`src/rtl/cu_pipe_pkg.sv`:
```
// Shared ISA and control-unit encodings used by the decode stage and its consumers.
// Opcode/funct constants follow RV32I/M/Zicsr; control-field encodings match the existing CU.
package cu_pipe_pkg;

    localparam logic [6:0] RVOP_LUI     = 7'b0110111;
    localparam logic [6:0] RVOP_AUIPC   = 7'b0010111;
    localparam logic [6:0] RVOP_JAL     = 7'b1101111;
    localparam logic [6:0] RVOP_JALR    = 7'b1100111;
    localparam logic [6:0] RVOP_BRANCH  = 7'b1100011;
    localparam logic [6:0] RVOP_LOAD    = 7'b0000011;
    localparam logic [6:0] RVOP_STORE   = 7'b0100011;
    localparam logic [6:0] RVOP_OPIMM   = 7'b0010011;
    localparam logic [6:0] RVOP_OP      = 7'b0110011;
    localparam logic [6:0] RVOP_MISCMEM = 7'b0001111;
    localparam logic [6:0] RVOP_SYSTEM  = 7'b1110011;

    localparam logic [2:0] RVF3_ADDSUB = 3'd0;
    localparam logic [2:0] RVF3_SLL    = 3'd1;
    localparam logic [2:0] RVF3_SLT    = 3'd2;
    localparam logic [2:0] RVF3_SLTU   = 3'd3;
    localparam logic [2:0] RVF3_XOR    = 3'd4;
    localparam logic [2:0] RVF3_SR     = 3'd5;
    localparam logic [2:0] RVF3_OR     = 3'd6;
    localparam logic [2:0] RVF3_AND    = 3'd7;
    localparam logic [2:0] RVF3_PRIV   = 3'd0;

    localparam logic [6:0] RVF7_BASE   = 7'b0000000;
    localparam logic [6:0] RVF7_ALT    = 7'b0100000;
    localparam logic [6:0] RVF7_MULDIV = 7'b0000001;

    localparam logic [3:0] ALUOP_ADD  = 4'd0;
    localparam logic [3:0] ALUOP_SUB  = 4'd1;
    localparam logic [3:0] ALUOP_SLL  = 4'd2;
    localparam logic [3:0] ALUOP_SLT  = 4'd3;
    localparam logic [3:0] ALUOP_SLTU = 4'd4;
    localparam logic [3:0] ALUOP_XOR  = 4'd5;
    localparam logic [3:0] ALUOP_SRL  = 4'd6;
    localparam logic [3:0] ALUOP_SRA  = 4'd7;
    localparam logic [3:0] ALUOP_OR   = 4'd8;
    localparam logic [3:0] ALUOP_AND  = 4'd9;

    localparam logic [1:0] RDSRC_ALU = 2'd0;
    localparam logic [1:0] RDSRC_MEM = 2'd1;
    localparam logic [1:0] RDSRC_PC4 = 2'd2;
    localparam logic [1:0] RDSRC_CSR = 2'd3;

    // alu_src1 selects the operand pairing; alu_src2 picks immediate over rs2
    localparam logic [1:0] ALUSRC1_RS1  = 2'd0;
    localparam logic [1:0] ALUSRC1_IMMI = 2'd1;
    localparam logic [1:0] ALUSRC1_PC   = 2'd2;
    localparam logic [1:0] ALUSRC1_ZERO = 2'd3;
    localparam logic       ALUSRC2_RS2  = 1'b0;
    localparam logic       ALUSRC2_IMM  = 1'b1;

    localparam logic [2:0] BRANCH_EQ  = 3'd0;
    localparam logic [2:0] BRANCH_NE  = 3'd1;
    localparam logic [2:0] BRANCH_LT  = 3'd4;
    localparam logic [2:0] BRANCH_GE  = 3'd5;
    localparam logic [2:0] BRANCH_LTU = 3'd6;
    localparam logic [2:0] BRANCH_GEU = 3'd7;

    // CSR op codes coincide with the Zicsr funct3 values
    localparam logic [2:0] CSR_NOP = 3'd0;
    localparam logic [2:0] CSR_RW  = 3'd1;
    localparam logic [2:0] CSR_RS  = 3'd2;
    localparam logic [2:0] CSR_RC  = 3'd3;
    localparam logic [2:0] CSR_RWI = 3'd5;
    localparam logic [2:0] CSR_RSI = 3'd6;
    localparam logic [2:0] CSR_RCI = 3'd7;

    typedef struct packed {
        logic       pc_write;
        logic       rd_write;
        logic       mem_write;
        logic       fast_jump;
        logic       branch;
        logic       alu_src2;
        logic       csr_wr_en;
        logic [1:0] rd_write_src;
        logic [1:0] alu_src1;
        logic [3:0] alu_op;
        logic [2:0] branch_condition;
        logic [2:0] csr_op;
        logic       muldiv_en;
        logic [2:0] muldiv_op;
        logic       illegal;
    } ctrl_t;

    localparam ctrl_t CTRL_IDLE = '{
        pc_write: 1'b0, rd_write: 1'b0, mem_write: 1'b0, fast_jump: 1'b0,
        branch: 1'b0, alu_src2: ALUSRC2_RS2, csr_wr_en: 1'b0,
        rd_write_src: RDSRC_ALU, alu_src1: ALUSRC1_RS1, alu_op: ALUOP_ADD,
        branch_condition: BRANCH_EQ, csr_op: CSR_NOP, muldiv_en: 1'b0,
        muldiv_op: 3'd0, illegal: 1'b0
    };

    function automatic logic [3:0] alu_op_of(input logic [2:0] f3, input logic alt);
        case (f3)
            RVF3_ADDSUB: alu_op_of = alt ? ALUOP_SUB : ALUOP_ADD;
            RVF3_SLL:    alu_op_of = ALUOP_SLL;
            RVF3_SLT:    alu_op_of = ALUOP_SLT;
            RVF3_SLTU:   alu_op_of = ALUOP_SLTU;
            RVF3_XOR:    alu_op_of = ALUOP_XOR;
            RVF3_SR:     alu_op_of = alt ? ALUOP_SRA : ALUOP_SRL;
            RVF3_OR:     alu_op_of = ALUOP_OR;
            default:     alu_op_of = ALUOP_AND;
        endcase
    endfunction

endpackage

```
`src/rtl/cu_decode.sv`:
```
// Combinational RV32I(+M, +Zicsr) decode: instruction word to control bundle.
// Anything not recognised, or switched off by a parameter, yields an all-zero bundle with illegal set.
module cu_decode
    import cu_pipe_pkg::*;
#(
    parameter int M_EXT   = 0,
    parameter int CSR_EXT = 1
) (
    input  logic [31:0] instr,
    output ctrl_t       ctrl
);

    logic [6:0] opcode;
    logic [2:0] f3;
    logic [6:0] f7;
    logic [4:0] rd;
    logic [4:0] rs1;
    logic       unused_rs2;
    ctrl_t      c;
    logic       legal;

    assign opcode     = instr[6:0];
    assign rd         = instr[11:7];
    assign f3         = instr[14:12];
    assign rs1        = instr[19:15];
    assign f7         = instr[31:25];
    assign unused_rs2 = ^instr[24:20];

    always_comb begin
        c     = CTRL_IDLE;
        legal = 1'b0;
        case (opcode)
            RVOP_LUI: begin
                legal = 1'b1;
                c.rd_write = 1'b1;
                c.alu_src1 = ALUSRC1_ZERO;
                c.alu_src2 = ALUSRC2_IMM;
            end
            RVOP_AUIPC: begin
                legal = 1'b1;
                c.rd_write = 1'b1;
                c.alu_src1 = ALUSRC1_PC;
                c.alu_src2 = ALUSRC2_IMM;
            end
            RVOP_JAL: begin
                legal = 1'b1;
                c.pc_write     = 1'b1;
                c.fast_jump    = 1'b1;
                c.rd_write     = 1'b1;
                c.rd_write_src = RDSRC_PC4;
                c.alu_src1     = ALUSRC1_PC;
                c.alu_src2     = ALUSRC2_IMM;
            end
            RVOP_JALR: begin
                legal = (f3 == 3'd0);
                c.pc_write     = 1'b1;
                c.rd_write     = 1'b1;
                c.rd_write_src = RDSRC_PC4;
                c.alu_src1     = ALUSRC1_IMMI;
                c.alu_src2     = ALUSRC2_IMM;
            end
            RVOP_BRANCH: begin
                legal = (f3 != 3'd2) && (f3 != 3'd3);
                c.branch           = 1'b1;
                c.branch_condition = f3;
                c.alu_op           = ALUOP_SUB;
            end
            RVOP_LOAD: begin
                legal = (f3 != 3'd3) && (f3 != 3'd6) && (f3 != 3'd7);
                c.rd_write     = 1'b1;
                c.rd_write_src = RDSRC_MEM;
                c.alu_src1     = ALUSRC1_IMMI;
                c.alu_src2     = ALUSRC2_IMM;
            end
            RVOP_STORE: begin
                legal = (f3 <= 3'd2);
                c.mem_write = 1'b1;
                c.alu_src1  = ALUSRC1_IMMI;
                c.alu_src2  = ALUSRC2_IMM;
            end
            RVOP_OPIMM: begin
                if (f3 == RVF3_SLL)
                    legal = (f7 == RVF7_BASE);
                else if (f3 == RVF3_SR)
                    legal = (f7 == RVF7_BASE) || (f7 == RVF7_ALT);
                else
                    legal = 1'b1;
                c.rd_write = 1'b1;
                c.alu_src1 = ALUSRC1_IMMI;
                c.alu_src2 = ALUSRC2_IMM;
                c.alu_op   = alu_op_of(f3, (f3 == RVF3_SR) && instr[30]);
            end
            RVOP_OP: begin
                c.rd_write = 1'b1;
                if (f7 == RVF7_BASE) begin
                    legal    = 1'b1;
                    c.alu_op = alu_op_of(f3, 1'b0);
                end else if (f7 == RVF7_ALT) begin
                    legal    = (f3 == RVF3_ADDSUB) || (f3 == RVF3_SR);
                    c.alu_op = alu_op_of(f3, 1'b1);
                end else if (f7 == RVF7_MULDIV) begin
                    legal       = (M_EXT != 0);
                    c.muldiv_en = 1'b1;
                    c.muldiv_op = f3;
                end
            end
            RVOP_MISCMEM: begin
                legal = (f3 == 3'd0) || (f3 == 3'd1);
            end
            RVOP_SYSTEM: begin
                // ECALL/EBREAK/xRET are left to the trap path and surface as illegal here
                legal = (CSR_EXT != 0) && (f3 != RVF3_PRIV) && (f3 != 3'd4);
                c.rd_write     = 1'b1;
                c.rd_write_src = RDSRC_CSR;
                c.csr_op       = f3;
                c.csr_wr_en    = !f3[1] || (rs1 != 5'd0);
            end
            default: legal = 1'b0;
        endcase

        if (!legal) begin
            c         = CTRL_IDLE;
            c.illegal = 1'b1;
        end else if (rd == 5'd0) begin
            c.rd_write = 1'b0;
        end
    end

    assign ctrl = c;

endmodule

```
`src/rtl/cu_pipe.sv`:
```
// Decode stage: registers the cu_decode bundle behind a valid/ready handshake
// and stalls acceptance while a multi-cycle muldiv op is outstanding.
module cu_pipe
    import cu_pipe_pkg::*;
#(
    parameter int M_EXT      = 0,
    parameter int CSR_EXT    = 1,
    parameter int MULDIV_LAT = 4
) (
    input  logic        clk,
    input  logic        rst,
    input  logic        in_valid,
    output logic        in_ready,
    input  logic [31:0] instr,
    input  logic [31:0] in_pc,
    input  logic        flush,
    output logic        out_valid,
    input  logic        out_ready,
    output logic [31:0] out_pc,
    output logic        pc_write,
    output logic        rd_write,
    output logic        mem_write,
    output logic        fast_jump,
    output logic        branch,
    output logic        alu_src2,
    output logic        csr_wr_en,
    output logic [1:0]  rd_write_src,
    output logic [1:0]  alu_src1,
    output logic [3:0]  alu_op,
    output logic [2:0]  branch_condition,
    output logic [2:0]  csr_op,
    output logic        muldiv_en,
    output logic [2:0]  muldiv_op,
    output logic        illegal,
    output logic        busy
);

    ctrl_t       dec;
    ctrl_t       ctrl_p1;
    logic        vld_p1;
    logic [31:0] pc_p1;
    logic [3:0]  busy_cnt;
    logic        accept;

    cu_decode #(
        .M_EXT  (M_EXT),
        .CSR_EXT(CSR_EXT)
    ) u_decode (
        .instr(instr),
        .ctrl (dec)
    );

    assign busy     = (busy_cnt != 4'd0);
    assign in_ready = !busy && (!vld_p1 || out_ready);
    assign accept   = in_valid && in_ready && !flush;

    // Stage p1: output register and muldiv block counter
    always_ff @(posedge clk) begin
        if (rst) begin
            vld_p1   <= 1'b0;
            busy_cnt <= 4'd0;
            ctrl_p1  <= CTRL_IDLE;
            pc_p1    <= 32'd0;
        end else if (flush) begin
            vld_p1   <= 1'b0;
            busy_cnt <= 4'd0;
        end else begin
            if (accept) begin
                vld_p1  <= 1'b1;
                ctrl_p1 <= dec;
                pc_p1   <= in_pc;
            end else if (out_ready) begin
                vld_p1 <= 1'b0;
            end

            if (accept && dec.muldiv_en)
                busy_cnt <= 4'(MULDIV_LAT);
            else if (busy_cnt != 4'd0)
                busy_cnt <= busy_cnt - 4'd1;
        end
    end

    assign out_valid        = vld_p1;
    assign out_pc           = pc_p1;
    assign pc_write         = ctrl_p1.pc_write;
    assign rd_write         = ctrl_p1.rd_write;
    assign mem_write        = ctrl_p1.mem_write;
    assign fast_jump        = ctrl_p1.fast_jump;
    assign branch           = ctrl_p1.branch;
    assign alu_src2         = ctrl_p1.alu_src2;
    assign csr_wr_en        = ctrl_p1.csr_wr_en;
    assign rd_write_src     = ctrl_p1.rd_write_src;
    assign alu_src1         = ctrl_p1.alu_src1;
    assign alu_op           = ctrl_p1.alu_op;
    assign branch_condition = ctrl_p1.branch_condition;
    assign csr_op           = ctrl_p1.csr_op;
    assign muldiv_en        = ctrl_p1.muldiv_en;
    assign muldiv_op        = ctrl_p1.muldiv_op;
    assign illegal          = ctrl_p1.illegal;

endmodule
```
`config.mk`:
```
export PLATFORM = sky130hd
export DESIGN_NAME = cu_pipe
export DESIGN_NICKNAME = d
export VERILOG_FILES = /design/src/rtl/cu_pipe_pkg.sv /design/src/rtl/cu_decode.sv /design/src/rtl/cu_pipe.sv
export SDC_FILE = /design/constraint.sdc
export NUM_CORES = 1
export LEC_CHECK = 0
export CORE_MARGIN = 2
export CORE_UTILIZATION = 45
export CTS_CLUSTER_DIAMETER = 200
export DETAILED_ROUTE_END_ITERATION = 10
export PLACE_DENSITY_LB_ADDON = 0.3
export SLEW_MARGIN = 5
export SYNTH_ARGS = -nofsm -noshare
export SYNTH_HDL_FRONTEND = slang
export SYNTH_HIERARCHICAL = 1
export SYNTH_SLANG_ARGS = --single-unit
```
`constraint.sdc`:
```
create_clock -name clk -period 2.6 [get_ports clk]
set_input_delay 0.39 -clock clk [delete_from_list [all_inputs] [get_ports clk]]
set_output_delay 0.39 -clock clk [all_outputs]
set_load 0.05 [all_outputs]
```
==> flow_summary.ini, run 1 <==
[grt]
gr-total-overflow = 0
grt_pass1_vias = 3040
grt_max_degree = 50
antenna_found_initial = 0
grt_pass1_wl_um = 13600
grt_usage = 0.194

[cts]
clkSlewWorstSetupHoldPaths_ns = 0.07
clock_latency_ns = 0.33
postCtsHoldBufs = 0
ctsRootBufferMaster = clkbuf_8
clock-sinks = 63
cts_max_path_buffers = 2
cts_setup_buffers = 0
cts_buffers = 9
cts_resized = 0
cts_tree = done
htreeDepth = 3

[synthesis]
synth-seq-cells = 63
synthCells = 391
synth_ff_type = dfxtp_1
yosysWarnings = 6
synth_top_area_frac = 0.357
syn-cell-area_um2 = 3530
synth_area_leaders = dfxtp_1, nand2b_1, mux2i_1
synth_top_area_cell = dfxtp_1
async_flop_share = 0
ys_seq_area_frac = 0.357
avgSynthCellArea_um2 = 9.03
synth_edf_count = 0
yosys.cell_types.count = 54

[setup_path]
crit_fanout = 8
worstPathArrival_ns = 2.08
r2r_end = out_pc[16]
critPathRequiredTime_ns = 2.21
end_kind = output pin
r2r_cells = 6
start_kind = flop
critical_path_class = reg2out
reg2reg_from = busy_cnt[0]
r2r_slack_ns = 0.56

[layout]
diodes = 0
fillers = 623
final_util = 0.657
multiInputGateArea_um2 = 2060
final_nets = 582
final_cell_mix = clkdlybuf4s50_1, nand2b_1, dfxtp_1, mux2i_1, nor2_1
final_common_cell = clkdlybuf4s50_1
drive_gt1_frac = 0.0833
register_area_um2 = 1260
area_growth_pct = 42.4

[die]
rows = 32
ioPinCount = 130
start_util = 0.462
dieArea_um2 = 8570
die_y_um = 92.6
core-area_um2 = 7650
die_w_um = 92.6

[power_and_ir_drop]
ir_worst_vdd_uv = 246
leakage_nw = 1.80
power_density_nw_per_um2 = 489
power.total_w = 0.00246

[routing]
ant_nets = 0
drcViolationCount = 0
drt_iter0_markers = 124
vias_per_cell = 4.96
vias = 3063
routedWlPerCell_um = 13.1
wirelength_um = 8080
drt_first_pass_iters = 4

[sta]
setup_tns_ns = 0
rsz0062_at_grt = no
hold_slack_ns = 0.470
fin_crit_sh = 0.950
tightest_slew_ns = 0.564
setup_viol = 0
drv_slew = 0
hold_viol_final = 0
layout_min_cycle_time_ns = 2.47
relSlewSlack = 0.624
skew_ns = 0.0109
fmax_mhz = 405

[hold_path]
holdPathEnd = out_pc[6]
holdPathStages = 2
hp-class = reg2reg
hp-start = out_pc[6]

[run]
drv_cap = 0

[outcome]
status = finished clean

[placement]
finalWeightedCongestion = 0.902
numPortBuffers = 124
dpl.hpwl_um = 6010
layer usage:
layer / share of wire / wire, µm / vias up / track usage
met2: 0.49 / 3940 / 94 / 0.342
met5: 0 / 0 / - / 0
met1: 0.44 / 3590 / 1419 / 0.230
li1: - / - / 1543 / -
met4: 0.011 / 90 / 0 / 0.0808
met3: 0.056 / 454 / 7 / 0.0358
how the worst max path moves through the flow:
stage	endpoint	slack, ns	from
after global placement	rd_write	0.11	instr[25]
after floorplan	rd_write	0.65	instr[25]
after detailed placement	rd_write	0.05	instr[25]
after CTS	busy	0.11	busy_cnt[0]
final	busy	0.13	busy_cnt[0]
after global routing	busy	0.007	busy_cnt[0]
registers in the layout (all words and copies together), names as in the netlist:
register and flops:
branch 1, csr_op 3, alu_src2 1, fast_jump 1
out_valid 1, out_pc 32, mem_write 1, alu_op 4
illegal 1, muldiv_op 3, pc_write 1, csr_wr_en 1
alu_src1 2, rd_write 1, rd_write_src 2, branch_condition 3
muldiv_en 1, busy_cnt 4
cells in the mapped netlist, types with 2 or more instances:
| cell type | number |
|---|---|
| a211oi_2 | 2 |
| a21oi_1 | 11 |
| a31oi_1 | 4 |
| and3_1 | 2 |
| buf_12 | 2 |
| buf_2 | 4 |
| buf_4 | 8 |
| clkbuf_1 | 16 |
| dfxtp_1 | 63 |
| inv_1 | 7 |
| mux2i_1 | 59 |
| nand2_1 | 6 |
| nand2b_1 | 119 |
| nand3_1 | 5 |
| nand3b_1 | 2 |
| nand4bb_1 | 2 |
| nor2_1 | 24 |
| nor2b_1 | 6 |
| nor3_1 | 5 |
| nor3b_1 | 2 |
| nor4_1 | 4 |
| o21ai_0 | 4 |
| or2_2 | 2 |
| or3_1 | 2 |
where the power goes:
part           internal [W]  leakage, nW  switching (W)  total [W]
sequential          0.00101        0.512      0.0000243    0.00103
combinational      0.000291         1.20       0.000341   0.000632
clock              0.000435       0.0892       0.000359   0.000794
total               0.00173         1.80       0.000725    0.00246
critical path, cell delays in order, from the launching register on:
cell and delay, ns:
dfxtp_1 0.33, inv_1 0.06, ha_1 0.21, nor3b_4 0.36, inv_1 0.08, clkdlybuf4s50_1 0.70
cell families (layout without fill, tap and decap cells):
logic type / after synthesis / count (layout) / synth area share
flip-flops: 63 / 63 / 0.357
AND/OR/NAND/NOR: 192 / 192 / 0.334
multiplexers: 59 / 59 / 0.167
other: 1 / 4 / 0.00106
AO/OA/AOI/OAI: 33 / 33 / 0.0670
buffers and inverters: 40 / 162 / 0.0649
XOR/XNOR: 2 / 2 / 0.00496
adder cells (fa/ha/maj): 1 / 1 / 0.00354
final cells by class:
type | instances | share of cell area
inverters | 8 | 0.00598
clock buffers | 11 | 0.0261
multi-input cells | 291 | 0.409
repair buffers | 139 | 0.273
well taps | 102 | 0.0254
clock inverters | 4 | 0.00946
flip-flops and latches | 63 | 0.251
stage by stage:
step	cells	cell area, µm²	setup WS (ns)
after floorplan	394	3540	0.652
after global placement	603	4850	0.106
after detailed placement	603	4850	0.0473
after CTS	618	5020	0.112
after global routing	618	5020	0.00686
final	618	5020	0.130
Note: power is estimated with default switching activity, not from simulation.
==> run 2, diff against run 1 <==
--- a/config.mk
+++ b/config.mk
@@ -5,11 +5,14 @@
 export SDC_FILE = /design/constraint.sdc
 export NUM_CORES = 1
 export LEC_CHECK = 0
+export CELL_PAD_IN_SITES_DETAIL_PLACEMENT = 1
+export CELL_PAD_IN_SITES_GLOBAL_PLACEMENT = 2
 export CORE_MARGIN = 2
-export CORE_UTILIZATION = 45
+export CORE_UTILIZATION = 26
 export CTS_CLUSTER_DIAMETER = 200
 export DETAILED_ROUTE_END_ITERATION = 10
 export PLACE_DENSITY_LB_ADDON = 0.3
+export RECOVER_POWER = 50
 export SLEW_MARGIN = 5
 export SYNTH_ARGS = -nofsm -noshare
 export SYNTH_HDL_FRONTEND = slang
==> flow_summary.ini, run 2 (synthesis gave the netlist of run 1 again) <==
[setup_path]
path_delay_family = simple AND/OR/NAND/NOR gates
start_kind = flop
critPathRequiredTime_ns = 2.85
crit_fanout = 30
r2r_end = out_pc[27]
crit_buf_inv = 2
r2r_cells = 6
worst-path-stages = 6
critical_path_class = reg2reg
reg2reg_from = busy_cnt[0]
slowest_delay_ns = 0.53
r2r_slack_ns = 0.42
worstPathArrival_ns = 2.43
end_kind = flop
cp_slowest_cell = clkbuf_4
crit_chain = inv_1 > ha_1 > nor3b_4 > and3_1 > clkbuf_4 > mux2i_1

[cts]
ctsRootBufferMaster = clkbuf_16
htreeDepth = 3
cts_tree = done
cts_setup_buffers = 0
cts_buffers = 9
cts_max_path_buffers = 2
clock_latency_ns = 0.33
postCtsHoldBufs = 0
clock-sinks = 63
clkSlewWorstSetupHoldPaths_ns = 0.05

[grt]
grt_max_degree = 69
antenna_found_initial = 0
gr-total-overflow = 0
grt_usage = 0.139
grt_pass1_vias = 3229
grt_pass1_wl_um = 16000

[layout]
final_cell_mix = nand2b_1, clkdlybuf4s50_1, dfxtp_1, mux2i_1, dlygate4sd3_1
multiInputGateArea_um2 = 2050
largest_register_ffs = 32
final_common_cell = nand2b_1
register_area_um2 = 1260
diodes = 0
area_growth_pct = 47.8
fillers = 1553
final_nets = 584
drive_gt1_frac = 0.0867
fin_cells = 695

[die]
ioPinCount = 130
die_w_um = 121
dieArea_um2 = 14500
die_y_um = 121
rows = 42
core-area_um2 = 13200
start_util = 0.267

[sta]
fin_ws_ns = 0.422
tightest_slew_ns = 0.947
fin_crit_sh = 0.838
rsz0062_at_grt = no
fmax_mhz = 459
setup_tns_ns = 0
layout_min_cycle_time_ns = 2.18
relSlewSlack = 0.369
setup_viol = 0
hold_slack_ns = 0.466
skew_ns = 0.00500
hold_viol_final = 0
drv_slew = 0

[routing]
drcViolationCount = 0
ant_nets = 0
wirelength_um = 9710
drt_first_pass_iters = 4
vias = 3073
routedWlPerCell_um = 14.0
vias_per_cell = 4.42
drt_iter0_markers = 99

[placement]
dpl.hpwl_um = 7220
finalWeightedCongestion = 0.793
dp.cells = 679
dp_slack_ns = 0.0411
numPortBuffers = 124

[hold_path]
holdPathEnd = out_pc[17]
hp-class = reg2reg
hp-start = out_pc[17]
holdPathStages = 2

[power_and_ir_drop]
power_density_nw_per_um2 = 532
leakage_nw = 2.04
ir_worst_vdd_uv = 220

[run]
drv_cap = 0

[outcome]
status = finished clean
-- run 2: changes by cell type in the layout (fill, tap and decap cells not counted), sizes merged --
cell           change
bufinv             -1
clkbuf             +4
clkdlybuf4s50     -55
dlygate4sd3       +54
dlymetal6s2s       +1
-- run 2: worst max path at each step --
stage                      startpoint  slack, ns               to
after CTS                 busy_cnt[0]       0.04             busy
after floorplan             instr[25]       0.65         rd_write
final                     busy_cnt[0]       0.42       out_pc[27]
after detailed placement    instr[13]       0.04      alu_src1[0]
after global placement      instr[25]        0.1  rd_write_src[0]
after global routing        instr[13]       0.16      alu_src1[0]
-- run 2: power by group --
part,switching [W],internal [W]
Combinational,0.000347,0.000275
Sequential,0.0000213,0.00101
Clock,0.000427,0.000694
Total,0.000796,0.00198
-- run 2: timing repair --
| item | 4_1_cts | 5_1_grt |
|---|---|---|
| hold endpoints to repair | 0 | 0 |
| resized for setup | 0 | 1 |
| setup endpoints to repair | 0 | 1 |
-- run 2: stage by stage --
step / power [W] / area, µm² / util
floorplan: 0.00147 / 3540 / -
global placement: 0.00169 / 4950 / 0.374
detailed placement: 0.00170 / 4950 / 0.374
CTS: 0.00286 / 5230 / 0.395
global route: 0.00292 / 5220 / 0.394
finish: 0.00277 / 5220 / 0.394
-- run 2: final cells by class --
type | count | share of cell area
Clock inverter | 3 | 0.00336
Sequential cell | 63 | 0.242
Inverter | 8 | 0.00576
Timing Repair Buffer | 141 | 0.264
Multi-Input combinational cell | 291 | 0.393
Clock buffer | 13 | 0.0499
Tap cell | 176 | 0.0422
-- run 2: tightest hold or removal path, delay by kind of cell, from the launching register on --
family	cells	cell delay (ns)
simple gates	1	0.06
mux	1	0.05
flops	1	0.30
-- run 2: per-layer routing --
| metal | routed length [µm] | global-route usage | vias to the layer above |
|---|---|---|---|
| met5 | 0 | 0 | - |
| met4 | 166 | 0.0545 | 0 |
| met3 | 581 | 0.0340 | 13 |
| met2 | 4600 | 0.234 | 87 |
| met1 | 4370 | 0.169 | 1421 |
| li1 | - | - | 1552 |
